==> config.mk <==
export PLATFORM = sky130hd
export DESIGN_NAME = reg_writeback_queue
export DESIGN_NICKNAME = d
export VERILOG_FILES = /design/src/rtl/reg_writeback_queue.sv
export SDC_FILE = /design/constraint.sdc
export NUM_CORES = 1
export LEC_CHECK = 0
export BUFFER_PORTS_ARGS = -buffer_cell sky130_fd_sc_hd__buf_2
export CAP_MARGIN = 20
export CELL_PAD_IN_SITES_DETAIL_PLACEMENT = 1
export CELL_PAD_IN_SITES_GLOBAL_PLACEMENT = 1
export CORE_MARGIN = 1
export CORE_UTILIZATION = 47
export CTS_CLUSTER_SIZE = 40
export DETAILED_ROUTE_END_ITERATION = 8
export PLACE_DENSITY = 0.85
export SLEW_MARGIN = 40
export SYNTH_ARGS = -nofsm -noshare
export SYNTH_HDL_FRONTEND = slang
export SYNTH_SLANG_ARGS = --single-unit
==> constraint.sdc <==
create_clock -name clock_in -period 3.2 [get_ports clock_in]
set_input_delay 0.64 -clock clock_in [delete_from_list [all_inputs] [get_ports clock_in]]
set_output_delay 0.64 -clock clock_in [all_outputs]
set_load 0.03 [all_outputs]
==> src/rtl/reg_writeback_queue.sv <==
// Ordered writeback queue between the ALU/load producers and the register file write port.
// Optional macro FORWARD_EN adds a combinational lookup of pending writes (fwd_reg/fwd_hit/fwd_data).
`timescale 1ns/1ps
module reg_writeback_queue #(
  parameter int DEPTH  = 4,
  parameter int ADDR_W = 5,
  parameter int DATA_W = 32
) (
  input  logic                     clock_in,
  input  logic                     reset_n,
  input  logic                     mem_valid,
  input  logic [ADDR_W-1:0]        mem_reg,
  input  logic [DATA_W-1:0]        mem_data,
  output logic                     mem_ready,
  input  logic                     alu_valid,
  input  logic [ADDR_W-1:0]        alu_reg,
  input  logic [DATA_W-1:0]        alu_data,
  output logic                     alu_ready,
  output logic [ADDR_W-1:0]        writeReg,
  output logic [DATA_W-1:0]        writeData,
  output logic                     regWrite,
`ifdef FORWARD_EN
  input  logic [ADDR_W-1:0]        fwd_reg,
  output logic                     fwd_hit,
  output logic [DATA_W-1:0]        fwd_data,
`endif
  output logic [$clog2(DEPTH):0]   count
);

  localparam int PTR_W = $clog2(DEPTH);

  logic [PTR_W-1:0]  wr_ptr_q, wr_ptr_d;
  logic [PTR_W-1:0]  rd_ptr_q, rd_ptr_d;
  logic [PTR_W:0]    count_q, count_d;
  logic [ADDR_W-1:0] reg_mem_q  [DEPTH];
  logic [DATA_W-1:0] data_mem_q [DEPTH];
  logic [ADDR_W-1:0] write_reg_q;
  logic [DATA_W-1:0] write_data_q;
  logic              reg_write_q;

  logic              full;
  logic              mem_acc;
  logic              alu_acc;
  logic              push;
  logic              pop;
  logic [ADDR_W-1:0] push_reg;
  logic [DATA_W-1:0] push_data;

  // Readiness uses start-of-cycle occupancy only, so a same-cycle pop never frees a slot.
  assign full      = (count_q == (PTR_W+1)'(DEPTH));
  assign mem_ready = !full;
  assign alu_ready = !full && !mem_valid;

  always_comb begin
    mem_acc   = mem_valid && !full;
    alu_acc   = alu_valid && !full && !mem_valid;
    push_reg  = mem_acc ? mem_reg  : alu_reg;
    push_data = mem_acc ? mem_data : alu_data;
    // Writes to r0 complete the handshake but are dropped.
    push      = (mem_acc || alu_acc) && (push_reg != '0);
    pop       = (count_q != '0);
    wr_ptr_d  = push ? wr_ptr_q + PTR_W'(1) : wr_ptr_q;
    rd_ptr_d  = pop  ? rd_ptr_q + PTR_W'(1) : rd_ptr_q;
    count_d   = count_q;
    case ({push, pop})
      2'b10:   count_d = count_q + (PTR_W+1)'(1);
      2'b01:   count_d = count_q - (PTR_W+1)'(1);
      default: count_d = count_q;
    endcase
  end

  always_ff @(posedge clock_in) begin
    if (push) begin
      reg_mem_q[wr_ptr_q]  <= push_reg;
      data_mem_q[wr_ptr_q] <= push_data;
    end
  end

  always_ff @(posedge clock_in or negedge reset_n) begin
    if (!reset_n) begin
      wr_ptr_q     <= '0;
      rd_ptr_q     <= '0;
      count_q      <= '0;
      write_reg_q  <= '0;
      write_data_q <= '0;
      reg_write_q  <= 1'b0;
    end else begin
      wr_ptr_q    <= wr_ptr_d;
      rd_ptr_q    <= rd_ptr_d;
      count_q     <= count_d;
      reg_write_q <= pop;
      if (pop) begin
        write_reg_q  <= reg_mem_q[rd_ptr_q];
        write_data_q <= data_mem_q[rd_ptr_q];
      end
    end
  end

  assign writeReg  = write_reg_q;
  assign writeData = write_data_q;
  assign regWrite  = reg_write_q;
  assign count     = count_q;

`ifdef FORWARD_EN
  logic [PTR_W-1:0] fwd_idx;

  // Scan oldest to youngest so the last match wins; the output register is older than any queued entry.
  always_comb begin
    fwd_hit  = 1'b0;
    fwd_data = '0;
    fwd_idx  = '0;
    if (fwd_reg != '0) begin
      if (reg_write_q && (write_reg_q == fwd_reg)) begin
        fwd_hit  = 1'b1;
        fwd_data = write_data_q;
      end
      for (int i = 0; i < DEPTH; i++) begin
        fwd_idx = rd_ptr_q + PTR_W'(i);
        if (((PTR_W+1)'(i) < count_q) && (reg_mem_q[fwd_idx] == fwd_reg)) begin
          fwd_hit  = 1'b1;
          fwd_data = data_mem_q[fwd_idx];
        end
      end
    end
  end
`endif

endmodule
# ---- Word-level counts from Yosys, hierarchy flattened
# Memory sizes are Yosys's and may differ from the RTL's. A register that Yosys moved wholly into a read port is not among the register bits.
# Index checks and enable logic that the tools add are counted.
dict set report totals {
  output_inout_bits 43
  n_memories 2
  reg_bits 8
  ramBits 148
  elab_cells 31
  input_bits 78
}
dict set report classes {
  n_reduce_logical 13
  add_sub_neg 4
  eq_ne 3
  mux 5
}
# memory words word_bits read_ports rd_clocked_by_memory_dff write_ports line_no
set mem_list {}
lappend mem_list {data_mem_q 4 32 1 1 1 36} ;# logic [DATA_W-1:0] data_mem_q [DEPTH];
lappend mem_list {reg_mem_q 4 5 1 1 1 35} ;# logic [ADDR_W-1:0] reg_mem_q [DEPTH];
# operator n
set op_table {}
lappend op_table {{32-bit 2-to-1 mux} 1}
lappend op_table {{3-bit one-hot mux with 2 select lines} 1}
lappend op_table {{1-bit logical AND} 5}
lappend op_table {{5-bit 2-to-1 mux} 1}
lappend op_table {{5-bit nonzero test} 1}
lappend op_table {{2-bit by 1-bit adder with 2-bit output, second input constant} 2}
lappend op_table {{1-bit logical NOT} 4}
lappend op_table {{3-bit by 1-bit adder with 3-bit output, second input constant} 1}
lappend op_table {{3-bit equality test, second input constant} 1}
lappend op_table {{3-bit nonzero test} 1}
lappend op_table {{3-bit by 1-bit subtractor with 3-bit output, second input constant} 1}
lappend op_table {{2-bit by 1-bit equality test with 1-bit output, second input constant} 1}
lappend op_table {{2-bit equality test, second input constant} 1}
lappend op_table {{1-bit 2-to-1 mux} 2}
lappend op_table {{2-bit nonzero test} 1}
lappend op_table {{1-bit logical OR} 1}

# ---- Logic depth before layout (Yosys ltp)
dict set report depth {
  depth_word 8
  depth_mapped 10
  mapped_depth_nobuf 10
}

# ---- Worst setup path before layout
# Ideal clock, no wire load.
dict set report synth_path {
  path_type {input -> register}
  from {input port alu_reg[1]}
  to {memory data_mem_q[0][0], enable pin}
  arrival_ps 2168
  required_ps 2802
  path_stages 4
  n_path_buf 0
  slack_ps 634
  setup_time_ps 398
  cell_sequence {or4_4 nor2_2 o32ai_2 and2_1}
}
dict set report synth_between {
  elab_chain_len 5
}
# element line_no
set synth_rtl {}
lappend synth_rtl {{start, declared} 16} ;# input logic [ADDR_W-1:0] alu_reg,
lappend synth_rtl {{5-bit 2-to-1 mux} 57} ;# push_reg = mem_acc ? mem_reg : alu_reg;
lappend synth_rtl {{5-bit nonzero test} 60} ;# push = (mem_acc || alu_acc) && (push_reg != '0);
lappend synth_rtl {{1-bit logical AND} 60}
lappend synth_rtl {{1-bit 2-to-1 mux} 73} ;# if (push) begin
lappend synth_rtl {{1-bit 2-to-1 mux (not written as such)} 75} ;# data_mem_q[wr_ptr_q] <= push_data;
lappend synth_rtl {{end, declared} 36}
# No other way between the ends.

# ---- Worst setup path after layout
dict set report layout_path {
  from {input port mem_reg[1]}
  to {register count_q[2], in the netlist count[2]}
}
dict set report layout_between {
  elab_chain_len 5
  elab_cells_between_ends 7
  classes_between {eq/ne (2); mux (2); reduce/logical (3)}
}
# element line_no
set layout_rtl {}
lappend layout_rtl {{start, declared} 12} ;# input logic [ADDR_W-1:0] mem_reg,
lappend layout_rtl {{5-bit 2-to-1 mux *} 57}
lappend layout_rtl {{5-bit nonzero test *} 60}
lappend layout_rtl {{1-bit logical AND *} 60}
lappend layout_rtl {{2-bit by 1-bit equality test with 1-bit output or 2-bit equality test (tied branches)} 65} ;# case ({push, pop})
lappend layout_rtl {{3-bit one-hot mux with 2 select lines or 2-bit nonzero test (tied branches)} n/a}
lappend layout_rtl {{end signal, assigned} 90} ;# count_q <= count_d;
lappend layout_rtl {{end, declared} 34} ;# logic [PTR_W:0] count_q, count_d;
# Every way passes the cells marked *; elsewhere a longest branch is shown, timed or not.
# A chain may end at the register's enable or synchronous reset.

==> flow_metrics.env <==
export IMPL_nets=643
export IMPL_multiInputGateArea_um2=1960
export IMPL_yosysTopAreaCell="edfxtp_1"
export IMPL_hpwl_um=9760
export IMPL_maxSlewViolCount=0
export IMPL_fin_setup_tns_ps=0
export IMPL_drive_gt1_frac=0.412
export IMPL_fin_crit_sh=0.752
export IMPL_nFillCells=1506
export IMPL_synth_nets=520
export IMPL_slew_headroom=0.557
export IMPL_fp_coreArea_um2=15900
export IMPL_hold_violations=0
export IMPL_synth_yosys_warnings=0
export IMPL_path_cells="buf_2 > or4_1 > nor2_1 > o32ai_2 > inv_1 > ha_1 > inv_1 > fa_1 > xor2_1 > nor2_1 > xor2_1"
export IMPL_cp_slowest_cell="or4_1"
export IMPL_placedInstanceArea_um2=8480
export IMPL_area_delta_synth_final_pct=18.9
export IMPL_critPathLaunchType="primary input"
export IMPL_cts_resized_gates=0
export IMPL_power_density_nw_per_um2=1030
export IMPL_viasPerCell=5.18
export IMPL_die_y_um=130
export IMPL_clkSlewWorstSetupHoldPaths_ps=70
export IMPL_cts_sinks=193
export IMPL_final_area_um2=9120
export IMPL_seq_area_um2=5580
export IMPL_drtIter0Drc=264
export IMPL_critPathKind="primary input to flip-flop"
export IMPL_postCtsSetupBuffers=0
export IMPL_leakagePower_nw=3.54
export IMPL_wl_um=15500
export IMPL_grtUsageMet1=0.250
export IMPL_io_pins=121
export IMPL_clock_path_buffers=2
export IMPL_grt_setup_unrepaired="false"
export IMPL_finalSetupViolCount=0
export IMPL_worst_clock_skew_ps=10.5
export IMPL_antenna_diode_count=0
export IMPL_portBuffers=120
export IMPL_max_freq_ghz=0.416
export IMPL_place_congestion=0.757
export IMPL_dr_pass1_iters=7
export IMPL_worst_slew_pin_slew_ps=664
export IMPL_worst_hold_slack_ps=220
export IMPL_postCtsHoldBufs=0
export IMPL_cts_inserted_buffers=17
export IMPL_cts_tree="yes"
export IMPL_cp_required_ps=3550
export IMPL_wire_per_inst_um=19.7
export IMPL_start_util=0.483
export IMPL_root_buffer="clkbuf_16"
export IMPL_die_w_um=130
export IMPL_cp_max_fo=7
export IMPL_num_rows=46
export IMPL_clk_latency_ps=430
export IMPL_grt_total_usage=0.203
export IMPL_cp_end_kind="flip-flop"
export IMPL_yosysSeqAreaShare=0.727
export IMPL_syn_area_um2=7660
export IMPL_grt_max_degree=46
export IMPL_postSynthAreaPerCell_um2=17.6
export IMPL_grtUsageMet3=0.0369
export IMPL_ir_drop_v=0.000518
export IMPL_timing_final_crit_period_ps=2400
export IMPL_min_path_type="primary input to async pin"
export IMPL_critPathMaxStageDelay_ps=520
export IMPL_ys_types=27
export IMPL_synthCells=436
export IMPL_overflow=0
export IMPL_drc=0
export IMPL_drv_cap=0
export IMPL_yosys_top_cells_area="edfxtp_1 58%, dfrtp_1 15%, mux4_2 11%"
export IMPL_antenna_left=0
export IMPL_vias=4077
export IMPL_first_global_vias=4457
export IMPL_dieArea_um2=16800
export IMPL_grt_busiest_layer="met2"
export IMPL_met2_usage=0.354
export IMPL_htreeDepth=4
export IMPL_status="finished clean"
export IMPL_grt_pass1_wl_um=24500
export IMPL_cp_arrival_ps=2760
export IMPL_antenna_found_initial=0
export IMPL_ys_ff_latch=193
export IMPL_synth_top_cell_area_share=0.580
==> registers in the layout (all words and copies together), names as in the netlist <==
name and count:
writeData 32, writeReg 5, rd_ptr_q 2, count 3, reg_mem_q 20, data_mem_q 128, wr_ptr_q 2, regWrite 1
==> cells in the mapped netlist (all sizes together) <==
library cell and instances:
mux2 38, ha 5, xor2 2, o32ai 1
and2 4, nand2 112, fa 1, buf 16
mux4 37, nor3b 1, or4 2, nor2 4
nand2b 2, nor3 1, mux2i 1, xnor2 4
edfxtp 148, inv 8, clkbuf 4, dfrtp 45
==> final cells by class <==
class / count / area share
inverter: 8 / 0.00329
timing repair buffer: 124 / 0.0708
tap: 216 / 0.0296
sequential: 193 / 0.612
clock inverter: 11 / 0.0205
multi-input combinational: 215 / 0.215
clock buffer: 20 / 0.0490
==> cell families after synthesis <==
logic type,count (synthesis),share of synthesized area
adder cells (fa/ha/maj),6,0.0108
multiplexers,76,0.166
buffers and inverters,28,0.0196
flip-flops,193,0.727
AND/OR/NAND/NOR,126,0.0676
XOR/XNOR,6,0.00686
AO/OA/AOI/OAI,1,0.00212
==> layout by cell type (no fill, tap or decap), types with 2 or more instances in the layout <==
master / count
nor2_1: 3
mux2_2: 32
xnor2_1: 4
ha_1: 5
clkbuf_16: 17
xor2_1: 2
inv_1: 7
buf_2: 119
bufinv_16: 5
dfrtp_1: 43
mux4_2: 37
clkinv_2: 2
edfxtp_1: 148
and2_4: 4
buf_4: 4
clkinvlp_4: 3
clkbuf_1: 2
mux2_1: 5
nand2_1: 112
==> final timing paths <==
kind,from,to,slack [ps],depth (start not counted)
setup / recovery,mem_reg[1],count[2]$_DFFE_PN0P_,800,11
hold / removal,reset_n,count[0]$_DFFE_PN0P_,220,1
setup reg to reg,count[0]$_DFFE_PN0P_,count[2]$_DFFE_PN0P_,850,10
hold reg to reg,writeData[0]$_DFFE_PN0P_,writeData[0]$_DFFE_PN0P_,460,2
max in group asynchronous,reset_n,rd_ptr_q[1]$_DFFE_PN0P_,2470,1
min in group clock_in,writeData[0]$_DFFE_PN0P_,writeData[0]$_DFFE_PN0P_,460,2
==> per-stage QoR <==
step	utilization	total power, W	cells	setup slack (ps)
floorplan	-	0.00627	436	634
global placement	0.533	0.00703	756	506
detailed placement	0.534	0.00725	756	382
CTS	0.574	0.00953	787	800
global route	0.574	0.00990	787	649
finish	0.574	0.00941	787	795
==> worst max-delay path: cells and delay by family <==
| family | cells | cell delay, ps |
|---|---|---|
| AND/OR/NAND/NOR | 3 | 790 |
| buffers and inverters | 3 | 270 |
| XOR/XNOR | 2 | 320 |
| AO/OA/AOI/OAI | 1 | 190 |
| adder cells (fa/ha/maj) | 2 | 550 |
==> metal layers <==
metal / vias to the layer above / wire length (um)
li1: 1856 / -
met5: - / 0
met1: 2107 / 6470
met2: 94 / 8240
met4: 0 / 317
met3: 20 / 451
==> power by group <==
part,total [W],switching [W],internal (W)
clock,0.00227,0.000869,0.00140
sequential,0.00409,0.000440,0.00365
combinational,0.00305,0.00185,0.00121
total,0.00941,0.00316,0.00625
No activity file was read; power rests on OpenSTA's default activity.
